`config.mk`:
```
export PLATFORM = sky130hd
export DESIGN_NAME = display_sequencer_flat
export DESIGN_NICKNAME = d
export VERILOG_FILES = /design/src/rtl/display_sequencer_if.sv /design/src/rtl/display_sequencer.sv /design/src/flat_wrapper.sv
export SDC_FILE = /design/constraint.sdc
export NUM_CORES = 1
export LEC_CHECK = 0
export BUFFER_PORTS_ARGS = -buffer_cell sky130_fd_sc_hd__buf_2
export CAP_MARGIN = 20
export CORE_ASPECT_RATIO = 1.5
export CORE_MARGIN = 2
export CORE_UTILIZATION = 51
export CTS_CLUSTER_SIZE = 40
export DETAILED_ROUTE_END_ITERATION = 7
export PLACE_DENSITY = 0.76
export SYNTH_ARGS = -nofsm -noshare
export SYNTH_HDL_FRONTEND = slang
export SYNTH_SLANG_ARGS = --single-unit
```
`constraint.sdc`:
```
create_clock -name clock -period 1.7 [get_ports clock]
set_input_delay 0.085 -clock clock [delete_from_list [all_inputs] [get_ports clock]]
set_output_delay 0.085 -clock clock [all_outputs]
set_load 0.01 [all_outputs]
```
`src/rtl/display_sequencer_if.sv`:
```
// Handshake/display bus between a controller and the display sequencer.
interface display_sequencer_if;
  logic        load;
  logic [15:0] valor;
  logic        busy;
  logic        blank;
  logic [4:0]  code0;
  logic [4:0]  code1;
  logic [4:0]  code2;
  logic [4:0]  code3;
  logic [1:0]  db_estado;

  // Controller side: drives requests and data, observes digit codes.
  modport master (
    output load, valor, busy, blank,
    input  code0, code1, code2, code3, db_estado
  );

  // Sequencer side.
  modport slave (
    input  load, valor, busy, blank,
    output code0, code1, code2, code3, db_estado
  );
endinterface

```
`src/rtl/display_sequencer.sv`:
```
// Four-digit 7-segment display sequencer: shows a loaded hex value,
// a chasing spinner while busy, or dark digits when blank/no data.
//
// state | meaning
// IDLE  | all digits dark (no valid data, or blank forced)
// SHOW  | digits show the loaded 16-bit value as hex
// SPIN  | digits show a chasing single-segment animation
module display_sequencer #(
  parameter int TICK_DIV = 5000000
) (
  input logic                clock,
  input logic                reset,
  display_sequencer_if.slave bus
);

  localparam int TW = (TICK_DIV > 1) ? $clog2(TICK_DIV) : 1;
  localparam logic [TW-1:0] TICK_LAST = TW'(TICK_DIV - 1);

  typedef enum logic [1:0] {
    IDLE = 2'd0,
    SHOW = 2'd1,
    SPIN = 2'd2
  } state_t;

  state_t        r_state, w_state_nx;
  logic [15:0]   r_val, w_val_nx;
  logic          r_valid, w_valid_nx;
  logic [2:0]    r_phase, w_phase_nx;
  logic [TW-1:0] r_tick, w_tick_nx;

  // Segment code for a spinner digit: outer segment (phase + offset) mod 6.
  function automatic logic [4:0] spin_code(input logic [2:0] ph, input logic [2:0] ofs);
    logic [3:0] s;
    s = {1'b0, ph} + {1'b0, ofs};
    if (s >= 4'd6) s = s - 4'd6;
    return {2'b10, s[2:0]};
  endfunction

  // State and datapath registers with synchronous reset.
  always_ff @(posedge clock) begin
    if (reset) begin
      r_state <= IDLE;
      r_val   <= 16'h0000;
      r_valid <= 1'b0;
      r_phase <= 3'd0;
      r_tick  <= '0;
    end else begin
      r_state <= w_state_nx;
      r_val   <= w_val_nx;
      r_valid <= w_valid_nx;
      r_phase <= w_phase_nx;
      r_tick  <= w_tick_nx;
    end
  end

  // Next state (blank > busy > load) plus value capture and spinner timing.
  always_comb begin
    w_val_nx   = r_val;
    w_valid_nx = r_valid;
    w_phase_nx = r_phase;
    w_tick_nx  = r_tick;
    w_state_nx = IDLE;

    if (bus.load) begin
      w_val_nx   = bus.valor;
      w_valid_nx = 1'b1;
    end

    if (!bus.blank) begin
      if (bus.busy)        w_state_nx = SPIN;
      else if (w_valid_nx) w_state_nx = SHOW;
    end

    // Unused encoding goes straight back to IDLE.
    if (r_state != IDLE && r_state != SHOW && r_state != SPIN) w_state_nx = IDLE;

    // Fresh entry restarts the animation; staying in SPIN advances it.
    if (w_state_nx == SPIN) begin
      if (r_state != SPIN) begin
        w_tick_nx  = '0;
        w_phase_nx = 3'd0;
      end else if (r_tick == TICK_LAST) begin
        w_tick_nx  = '0;
        w_phase_nx = (r_phase >= 3'd5) ? 3'd0 : r_phase + 3'd1;
      end else begin
        w_tick_nx  = r_tick + 1'b1;
      end
    end
  end

  // Moore output decode from registered state only.
  always_comb begin
    bus.code0     = 5'h1F;
    bus.code1     = 5'h1F;
    bus.code2     = 5'h1F;
    bus.code3     = 5'h1F;
    bus.db_estado = 2'd0;
    case (r_state)
      SHOW: begin
        bus.code0     = {1'b0, r_val[3:0]};
        bus.code1     = {1'b0, r_val[7:4]};
        bus.code2     = {1'b0, r_val[11:8]};
        bus.code3     = {1'b0, r_val[15:12]};
        bus.db_estado = 2'd1;
      end
      SPIN: begin
        bus.code0     = spin_code(r_phase, 3'd0);
        bus.code1     = spin_code(r_phase, 3'd1);
        bus.code2     = spin_code(r_phase, 3'd2);
        bus.code3     = spin_code(r_phase, 3'd3);
        bus.db_estado = 2'd2;
      end
      default: ;
    endcase
  end

endmodule

```
`src/flat_wrapper.sv`:
```
// flat-port wrapper written by rule: the top's interface ports become plain ports
module display_sequencer_flat 
#(
  parameter int TICK_DIV = 5000000
)
  (clock, reset, bus_load, bus_valor, bus_busy, bus_blank, bus_code0, bus_code1, bus_code2, bus_code3, bus_db_estado);
  display_sequencer_if bus_i ();
  input logic clock;
  input logic reset;
  input wire logic [$bits(bus_i.load)-1:0] bus_load;
  input wire logic [$bits(bus_i.valor)-1:0] bus_valor;
  input wire logic [$bits(bus_i.busy)-1:0] bus_busy;
  input wire logic [$bits(bus_i.blank)-1:0] bus_blank;
  output wire logic [$bits(bus_i.code0)-1:0] bus_code0;
  output wire logic [$bits(bus_i.code1)-1:0] bus_code1;
  output wire logic [$bits(bus_i.code2)-1:0] bus_code2;
  output wire logic [$bits(bus_i.code3)-1:0] bus_code3;
  output wire logic [$bits(bus_i.db_estado)-1:0] bus_db_estado;
  assign bus_i.load = bus_load;
  assign bus_i.valor = bus_valor;
  assign bus_i.busy = bus_busy;
  assign bus_i.blank = bus_blank;
  assign bus_code0 = bus_i.code0;
  assign bus_code1 = bus_i.code1;
  assign bus_code2 = bus_i.code2;
  assign bus_code3 = bus_i.code3;
  assign bus_db_estado = bus_i.db_estado;
  display_sequencer #(.TICK_DIV(TICK_DIV)) u_core (.clock(clock), .reset(reset), .bus(bus_i));
endmodule
```
==> run summary, run 1 <==
switch share: 0.243
Ports: 43
post-route setup slack: -0.0981 ns
FF-to-FF setup slack: -0.08 ns
clk buf depth: 2
routability cong.: 0.823
CP required: 1.62 ns
Avg Inst Size Synth: 8.62 um2
# setup viols final: 14
initial antenna violation count: 0
fin crit period: 1.80 ns
P_leak: 0.00158 uW
worst-case clock skew: 0.00608 ns
Port Buffer Count: 42
syn nets: 348
Inserted Diodes: 0
CP Capture Type: output pin
hold wc startpoint: bus_valor[15]
Ys Warns: 0
die area: 5860 um2
Min-Delay Path Class: in2reg
drt wl/cell: 17.6 um
#FFs+latches synth: 45
Netlist cell types: 53
Pre-antenna DRT Iters: 4
worst flop-to-flop path endpoint: u_core.r_tick[19]
largest net degree at the start of global routing: 38
multi-input logic area: 2010 um2
mapped cell area: 2680 um2
Worst-Skew Late Latency: 0.30 ns
hold slack: 0.0110 ns
Layout Nets: 440
hold path depth: 3
first-pass GRT wire length: 12300 um
Root Driver: clkbuf_8
pre-CTS WS: -0.139 ns
Overall Global Routing Usage: 0.260
Die Ht: 92.8 um
P&R area growth vs syn: 48.4%
period utilization: 1.06
layout cells sized above 1: 0.468
Max Cap Viol: 0
Psw: 545 uW
FILL cells: 351
std cell rows: 32
Slew Limit Fails: 0
unrepaired setup endpoints after global routing: true
sequential share of the synthesized area: 0.336
Worst Tran Pin Value: 0.668 ns
Worst IR Drop VDD: 552 uV
Internal: 1690 uW
fmax: 0.556 GHz
antenna-violating nets left: 0
number of synthesized flops with an enable pin: 0
Vias: 2725
Initial Util: 0.523
PD cells: 563 nW/um2
sequential power share: 0.488
hold endpoint: u_core.r_val[15]
status: finished with violations
post-placement cell count: 431
R2R cell count: 6
core box area: 5120 um2
endpoints failing hold: 0
DRT iter0 DRCs: 124
Final Non-Filler Cells: 472
die width: 63.2 um
cts bufs inserted: 5
CTS sink count: 45
worst slew margin relative to its limit: 0.555
HPWL Detailed: 4490 um
vias in the first global route: 2679
CTS tree: yes
Logic pwr share: 0.132
GR Overflow Total: 0
Post-Syn Instances: 311
failing checks: setup timing
Worst-path clk slew: 0.09 ns
top_reg_cell synth: dfxtp_1
asr flop ratio synth: 0
CP Max Fanout: 3
crit path kind: reg2out
total power: 2240 uW
CP startpoint kind: register
clock power share: 0.380
DR vias/cell: 5.77
critical path data arrival time: 1.71 ns
r2r startpoint: u_core.r_state[1]
storage element area: 920 um2
WL final: 8300 um
H-tree Lvls: 2
# DRC: 0
metal layers:
layer  wire (um)  up-vias  GRT usage
met5           0        -          0
met3         309       21     0.0401
li1            -     1309          -
met4         241        0      0.105
met2        4580       88      0.509
met1        3170     1307      0.270
per-stage QoR:
step	TNS (ns)	util	cell area, um2
final	-0.527	0.776	3980
after global routing	-2.06	0.776	3980
after CTS	-0.307	0.709	3630
after detailed placement	-0.687	0.604	3100
after global placement	-0.200	0.604	3100
after floorplan	0	-	2690
cells in the final DEF, fill, tap and decap left out, types with 4 or more instances in the layout:
master | netlist | routed
nand2_1 | 23 | 22
ha_4 | 0 | 12
o21ai_1 | 0 | 7
buf_4 | 4 | 42
or4_4 | 0 | 4
nand3b_1 | 4 | 4
nand4_1 | 7 | 7
buf_2 | 2 | 42
a21oi_1 | 32 | 18
o21ai_0 | 22 | 15
nand3_1 | 4 | 4
nor2_1 | 26 | 25
buf_6 | 3 | 13
inv_1 | 18 | 10
or3_1 | 8 | 6
dfxtp_1 | 45 | 38
clkbuf_8 | 0 | 6
inv_2 | 0 | 5
a21oi_2 | 0 | 13
dfxtp_4 | 0 | 4
mux2i_1 | 17 | 17
o31ai_1 | 6 | 4
sequential cells by signal (all words and copies together), names as in the netlist:
name / count
u_core.r_phase: 3
u_core.r_state: 2
u_core.r_tick: 23
u_core.r_val: 16
u_core.r_valid: 1
power groups by stage:
| stage | Combinational [uW] | Clock (uW) | Sequential, uW |
|---|---|---|---|
| after detailed placement | 239 | 0 | 1120 |
| after floorplan | 149 | 0 | 1120 |
| after global placement | 235 | 0 | 1120 |
| after CTS | 258 | 851 | 1090 |
| after global routing | 320 | 894 | 1090 |
| final | 295 | 851 | 1090 |
worst max-delay path by stage:
stage / from / end / slack [ns] / cells past startpoint
final: u_core.r_phase[1] / bus_code3[1] / -0.1 / 7
after global routing: u_core.r_state[1] / u_core.r_tick[19] / -0.15 / 6
after CTS: u_core.r_phase[1] / bus_code1[1] / -0.09 / 6
after floorplan: u_core.r_state[0] / u_core.r_tick[22] / 0.003 / 6
after detailed placement: u_core.r_state[0] / u_core.r_tick[19] / -0.14 / 5
after global placement: u_core.r_state[0] / u_core.r_tick[17] / -0.07 / 5
synth_stat cells, types with 4 or more instances:
library cell,n,share of area
nand4_1,7,0.016
a21oi_1,32,0.060
nand3b_1,4,0.011
nand3_1,4,0.0075
dfxtp_1,45,0.34
nor2_1,26,0.036
o31ai_1,6,0.017
o21ai_0,22,0.041
nand2_1,23,0.032
ha_1,16,0.075
xnor2_1,4,0.013
clkbuf_1,11,0.015
inv_1,18,0.025
buf_4,4,0.011
or4_1,7,0.020
mux2i_1,17,0.063
or3_1,8,0.019
cell type report:
cell class,count,area share
Tap cell,68,0.0214
Sequential cell,45,0.231
Timing Repair Buffer,103,0.192
Clock inverter,1,0.00755
Clock buffer,7,0.0217
Inverter,18,0.0208
Multi-Input combinational cell,230,0.505
critical path, stage by stage (launching register included):
cell	delay [ns]
dfxtp_4	0.39
buf_6	0.14
ha_4	0.17
a21oi_4	0.15
a21boi_2	0.20
a2bb2oi_1	0.17
o21ai_1	0.07
buf_2	0.14
what timing repair did:
action / in CTS / in global routing
setup endpoints to repair: 30 / 40
buffers inserted: 17 / 14
hold buffers: 1 / 0
gates cloned: 2 / 0
pin swaps: 22 / 22
gates resized for setup: 59 / 60
hold endpoints to repair: 1 / 0
cell families after synthesis:
kind of cell               after synthesis  synth area share
DFF                                     45             0.336
buffers and inverters                   38            0.0682
muxes                                   17            0.0635
AOI/OAI and AO/OA                       76             0.175
and+or+nand+nor                        112             0.260
adders and majority gates               16            0.0747
xor gates and xnor gates                 7            0.0229
Power figures use the tool's default switching activity.
==> inputs of run 2 (changes only) <==
==> constraint.sdc (replaced) <==
create_clock -name clock -period 1.7 [get_ports clock]
set_input_delay 0.17 -clock clock [delete_from_list [all_inputs] [get_ports clock]]
set_output_delay 0.17 -clock clock [all_outputs]
set_load 0.01 [all_outputs]
==> run summary, run 2 (synthesis gave the netlist of run 1 again) <==
status: finished with violations
failing checks: setup timing
max reg flops: 23 (unchanged)
hold wc startpoint: bus_busy
Top Registers: u_core.r_tick: 23 flops, u_core.r_val: 16 flops, u_core.r_phase: 3 flops
clock power share: 0.375 (-0.005)
unrepaired setup endpoints after global routing: true
CP Buf/Inv Count: 1 (-1)
PD cells: 570 nW/um2 (+1.3%)
H-tree Lvls: 2 (unchanged)
worst-case clock skew: 0.00461 ns (-0.00147 ns)
post-placement cell count: 439 (+1.9%)
commonest cells after routing, fill and taps aside: buf_4, buf_2, dfxtp_1
multi-input logic area: 2030 um2 (+0.81%)
CP max stage delay: 0.38 ns (about the same)
Internal: 1700 uW (+0.33%)
routability cong.: 0.817 (-0.73%)
CP startpoint kind: register
Cell Chain, Critical Path: ha_2 -> xnor2_4 -> o21a_1 -> o21ai_1 -> a221o_1 -> buf_2
switch share: 0.242 (-0.00141)
vias in the first global route: 2826 (+5.5%)
Ports: 43 (unchanged)
Initial Util: 0.523 (unchanged)
drt wl/cell: 17.3 um (-1.7%)
sequential power share: 0.487 (about the same)
Final Non-Filler Cells: 467 (-1.1%)
CP Capture Type: output pin
Die Ht: 92.8 um (unchanged)
fin crit period: 1.91 ns (+0.116 ns)
hold path depth: 2 (-1)
critical path data arrival time: 1.74 ns (+0.03 ns)
Logic pwr share: 0.138 (+0.006)
Biggest register: u_core.r_tick
Max Cap Viol: 0 (unchanged)
largest net degree at the start of global routing: 28 (-26%)
Worst IR Drop VDD: 635 uV (+15%)
clk buf depth: 2 (unchanged)
first-pass GRT wire length: 12500 um (+2.0%)
CTS sink count: 45 (unchanged)
fmax: 0.522 GHz (-6.1%)
antenna-violating nets left: 0 (unchanged)
layout cells sized above 1: 0.471 (+0.00336)
Layout Nets: 435 (-1.1%)
Slowest cell on crit path: dfxtp_4
worst slew margin relative to its limit: 0.645 (+0.0907)
P_leak: 0.00157 uW (-0.46%)
initial antenna violation count: 0 (unchanged)
design area: 3930 um2 (-1.2%)
CP required: 1.53 ns (-0.09 ns)
Psw: 542 uW (-0.44%)
period utilization: 1.13 (+0.0684)
Slew Limit Fails: 0 (unchanged)
Port Buffer Count: 42 (unchanged)
CP Max Fanout: 4 (+1)
R2R cell count: 6 (unchanged)
r2r startpoint: u_core.r_state[1]
Worst-path clk slew: 0.08 ns (about the same)
crit-path leading delay family: compound AO/OA/AOI/OAI gates
crit path kind: reg2out
Inserted Diodes: 0 (unchanged)
# setup viols final: 15 (+1)
FF-to-FF setup slack: -0.10 ns (-0.02 ns)
hold endpoint: u_core.r_state[0]
storage element area: 921 um2 (+0.14%)
Root Driver: clkbuf_8
Min-Delay Path Class: in2reg
DR vias/cell: 5.79 (+0.37%)
most common cell after layout, fill and taps aside: buf_4
CTS tree: yes
die width: 63.2 um (unchanged)
Placed Area: 3160 um2 (+2.0%)
HPWL Detailed: 4620 um (+2.8%)
worst flop-to-flop path endpoint: u_core.r_tick[19]
GR Overflow Total: 0 (unchanged)
Overall Global Routing Usage: 0.268 (+0.00754)
endpoints failing hold: 0 (unchanged)
# DRC: 0 (unchanged)
cts bufs inserted: 5 (unchanged)
P&R area growth vs syn: 46.7%
Pre-antenna DRT Iters: 4 (unchanged)
WL final: 8070 um (-2.8%)
FILL cells: 351 (unchanged)
Worst Tran Pin Value: 0.532 ns (-0.136 ns)
die area: 5860 um2 (unchanged)
DRT iter0 DRCs: 114 (-8.1%)
std cell rows: 32 (unchanged)
Vias: 2706 (-0.70%)
post-route setup slack: -0.214 ns (-0.116 ns)
Worst-Skew Late Latency: 0.30 ns (about the same)
core box area: 5120 um2 (unchanged)
## run 2: cell count changes in the layout (fill, tap and decap cells not counted), sizes merged
cell and delta:
dlygate4sd3 -1, clkbuf -1, buf -3
## run 2: layout make-up
cell class / count / share of cell area
clock inverter: 1 / 0.00764
multi-input combinational: 230 / 0.515
sequential: 45 / 0.234
tap: 68 / 0.0216
timing repair buffer: 98 / 0.178
inverter: 18 / 0.0210
clock buffer: 7 / 0.0220
## run 2: power groups by stage
stage	clock network (uW)	logic, uW	registers, uW
2_1_floorplan	0	149	1120
3_3_place_gp	0	238	1120
3_5_place_dp	0	242	1120
4_1_cts	848	291	1090
5_1_grt	895	334	1090
6_report	840	310	1090
## run 2: worst register-to-register path, delay by kind of cell (launching register included)
| kind | cells | cell delay, ns |
|---|---|---|
| fa+ha+maj | 1 | 0.16 |
| buf+inv | 1 | 0.13 |
| simple gates | 3 | 0.93 |
| compound gates | 1 | 0.16 |
| flops | 1 | 0.35 |
## run 2: metal layers
metal / global-route usage / routed length, um / vias to the layer above
met5: 0 / 0 / -
met4: 0.149 / 315 / 0
met3: 0.0486 / 274 / 31
met2: 0.508 / 4470 / 77
met1: 0.270 / 3010 / 1298
li1: - / - / 1300
## run 2: stage by stage
stage / setup WS, ns / TNS, ns / util / hold slack [ns] / power (uW)
5_1_grt: -0.290 / -2.88 / 0.767 / 0.0654 / 2320
4_1_cts: -0.216 / -1.24 / 0.713 / 0.0713 / 2230
3_5_place_dp: -0.162 / -0.986 / 0.616 / 0.398 / 1360
3_3_place_gp: -0.0819 / -0.334 / 0.616 / 0.390 / 1360
6_report: -0.214 / -1.45 / 0.767 / 0.0827 / 2240
2_1_floorplan: 0.00258 / 0 / - / 0.247 / 1260
## run 2: worst max-delay path by stage
stage,from,endpoint,cells after the start
final,u_core.r_phase[1],bus_code1[1],6
after floorplan,u_core.r_state[0],u_core.r_tick[22],6
after global placement,u_core.r_state[0],u_core.r_tick[17],5
after detailed placement,u_core.r_state[0],u_core.r_tick[15],5
after CTS,u_core.r_phase[1],bus_code3[2],9
after global routing,u_core.r_phase[1],bus_code1[1],7
## run 2: timing repair
| action | CTS | global route |
|---|---|---|
| cloned | 3 | 0 |
| setup buffers | 12 | 7 |
| pin swaps | 12 | 24 |
| hold buffers | 0 | 0 |
| gates resized for setup | 59 | 58 |
| endpoints found under the setup margin | 37 | 37 |
==> inputs of run 3 (changes only) <==
--- a/config.mk
+++ b/config.mk
@@ -13,6 +13,8 @@
 export CTS_CLUSTER_SIZE = 40
 export DETAILED_ROUTE_END_ITERATION = 7
 export PLACE_DENSITY = 0.76
+export REMOVE_ABC_BUFFERS = 1
+export SLEW_MARGIN = 10
 export SYNTH_ARGS = -nofsm -noshare
 export SYNTH_HDL_FRONTEND = slang
 export SYNTH_SLANG_ARGS = --single-unit
==> run summary, run 3 (synthesis gave the netlist of run 1 again) <==
status: finished with violations
failing checks: setup timing
first-pass GRT wire length: 12800 um (+2.0%)
largest net degree at the start of global routing: 28 (unchanged)
fin crit period: 1.93 ns (+0.0180 ns)
Levels on crit path: 8 (+2)
# DRC: 0 (unchanged)
Vias: 2768 (+2.3%)
Initial Util: 0.523 (unchanged)
P_leak: 0.00162 uW (+2.8%)
Worst IR Drop VDD: 621 uV (-2.3%)
Min-Delay Path Class: in2reg
max reg flops: 23 (unchanged)
antenna-violating nets left: 0 (unchanged)
post-route setup slack: -0.232 ns (-0.0180 ns)
die width: 63.2 um (unchanged)
commonest cells after routing, fill and taps aside: buf_2, dfxtp_1, buf_4
Port Buffer Count: 42 (unchanged)
Slowest cell on crit path: dfxtp_4
fmax: 0.517 GHz (-0.93%)
post-placement cell count: 437 (-0.46%)
Pre-antenna DRT Iters: 4 (unchanged)
critical path data arrival time: 1.76 ns (+0.02 ns)
Worst-path clk slew: 0.10 ns (+0.02 ns)
CP Max Fanout: 5 (+1)
clock power share: 0.411 (+0.036)
Max Cap Viol: 0 (unchanged)
core box area: 5120 um2 (unchanged)
cts bufs inserted: 5 (unchanged)
# setup viols final: 17 (+2)
CTS tree: yes
design area: 4010 um2 (+2.1%)
layout cells sized above 1: 0.489 (+0.0175)
Internal: 1820 uW (+6.9%)
R2R cell count: 6 (unchanged)
hold wc startpoint: bus_busy
std cell rows: 32 (unchanged)
DRT iter0 DRCs: 169 (+48%)
CP Buf/Inv Count: 4 (+3)
H-tree Lvls: 2 (unchanged)
Top Registers: u_core.r_tick: 23 flops, u_core.r_val: 16 flops, u_core.r_phase: 3 flops
Slew Limit Fails: 0 (unchanged)
HPWL Detailed: 4880 um (+5.6%)
hold slack: 0.0629 ns (-0.0198 ns)
multi-input logic area: 2050 um2 (+1.2%)
Final Non-Filler Cells: 465 (-0.43%)
Logic pwr share: 0.133 (-0.005)
switch share: 0.245 (+0.00315)
routability cong.: 0.827 (+1.3%)
PD cells: 599 nW/um2 (+5.2%)
CP Capture Type: output pin
GR Overflow Total: 0 (unchanged)
DR vias/cell: 5.95 (+2.7%)
hold endpoint: u_core.r_state[0]
CP max stage delay: 0.42 ns (+0.04 ns)
Psw: 590 uW (+8.7%)
Placed Area: 3160 um2 (-0.12%)
Inserted Diodes: 0 (unchanged)
worst-case clock skew: 0.0152 ns (+0.0105 ns)
total power: 2400 uW (+7.3%)
most common cell after layout, fill and taps aside: buf_2
storage element area: 921 um2 (unchanged)
Root Driver: clkbuf_8
Die Ht: 92.8 um (unchanged)
worst flop-to-flop path endpoint: u_core.r_tick[17]
die area: 5860 um2 (unchanged)
clk buf depth: 2 (unchanged)
FF-to-FF setup slack: -0.10 ns (about the same)
CP startpoint kind: register
CTS sink count: 45 (unchanged)
endpoints failing hold: 0 (unchanged)
Overall Global Routing Usage: 0.272 (+0.00415)
period utilization: 1.14 (+0.0106)
Hold Buf Count CTS: 0 (unchanged)
r2r startpoint: u_core.r_state[0]
Layout Nets: 433 (-0.46%)
Worst Tran Pin Value: 0.508 ns (-0.0241 ns)
crit path kind: reg2out
WL final: 8440 um (+4.6%)
Cell Chain, Critical Path: inv_6 -> buf_6 -> ha_2 -> inv_1 -> o21a_1 -> o21ai_1 -> a221o_1 -> buf_2
hold path depth: 2 (unchanged)
worst slew margin relative to its limit: 0.662 (+0.0161)
CP required: 1.53 ns (about the same)
crit-path leading delay family: compound AO/OA/AOI/OAI gates
Worst-Skew Late Latency: 0.31 ns (about the same)
unrepaired setup endpoints after global routing: true
FILL cells: 328 (-6.6%)
drt wl/cell: 18.2 um (+5.0%)
P&R area growth vs syn: 49.7%
sequential power share: 0.456 (-0.031)
Biggest register: u_core.r_tick
vias in the first global route: 2830 (+0.14%)
initial antenna violation count: 0 (unchanged)
Ports: 43 (unchanged)
run 3: cell types whose count changed in the layout (fill, tap and decap cells not counted), moves of 3 or more:
cell and change:
buf_6 +6, buf_4 -9, o21ai_0 -4, nand2_4 +3, nand2_1 -5
run 3: power groups by stage:
stage	registers (uW)	clock network (uW)	logic, uW
3_5_place_dp	1120	0	246
5_1_grt	1100	1040	343
3_3_place_gp	1120	0	242
2_1_floorplan	1120	0	122
6_report	1100	989	319
4_1_cts	1090	986	279
run 3: how the worst max path moves through the flow:
| stage | start | endpoint |
|---|---|---|
| floorplan | u_core.r_state[0] | u_core.r_tick[15] |
| global placement | u_core.r_state[0] | u_core.r_tick[17] |
| detailed placement | u_core.r_state[0] | u_core.r_tick[15] |
| CTS | u_core.r_phase[1] | bus_code1[1] |
| global route | u_core.r_phase[1] | bus_code1[1] |
| finish | u_core.r_phase[1] | bus_code1[1] |
run 3: repair_timing:
action	in CTS	in global routing
pin swaps	14	21
setup buffers	9	8
endpoints found under the setup margin	33	38
gates resized for setup	82	61
gates cloned	2	1
run 3: layer usage:
| metal | vias to the layer above | wire [um] | global-route usage |
|---|---|---|---|
| met3 | 30 | 331 | 0.0425 |
| met5 | - | 0 | 0 |
| li1 | 1299 | - | - |
| met2 | 106 | 4680 | 0.540 |
| met4 | 0 | 363 | 0.127 |
| met1 | 1333 | 3070 | 0.268 |
run 3: final cells by class:
type,count,area share
Clock buffer,5,0.0171
Clock inverter,3,0.0171
Inverter,18,0.0206
Multi-Input combinational cell,230,0.511
Sequential cell,45,0.229
Tap cell,68,0.0212
Timing Repair Buffer,96,0.183
run 3: per-stage QoR:
step	worst slack, ns	setup TNS (ns)	util
4_1_cts	-0.185	-1.04	0.721
3_3_place_gp	-0.0293	-0.125	0.616
6_report	-0.232	-1.45	0.783
5_1_grt	-0.309	-2.94	0.783
2_1_floorplan	-0.0870	-0.552	-
3_5_place_dp	-0.107	-0.716	0.616
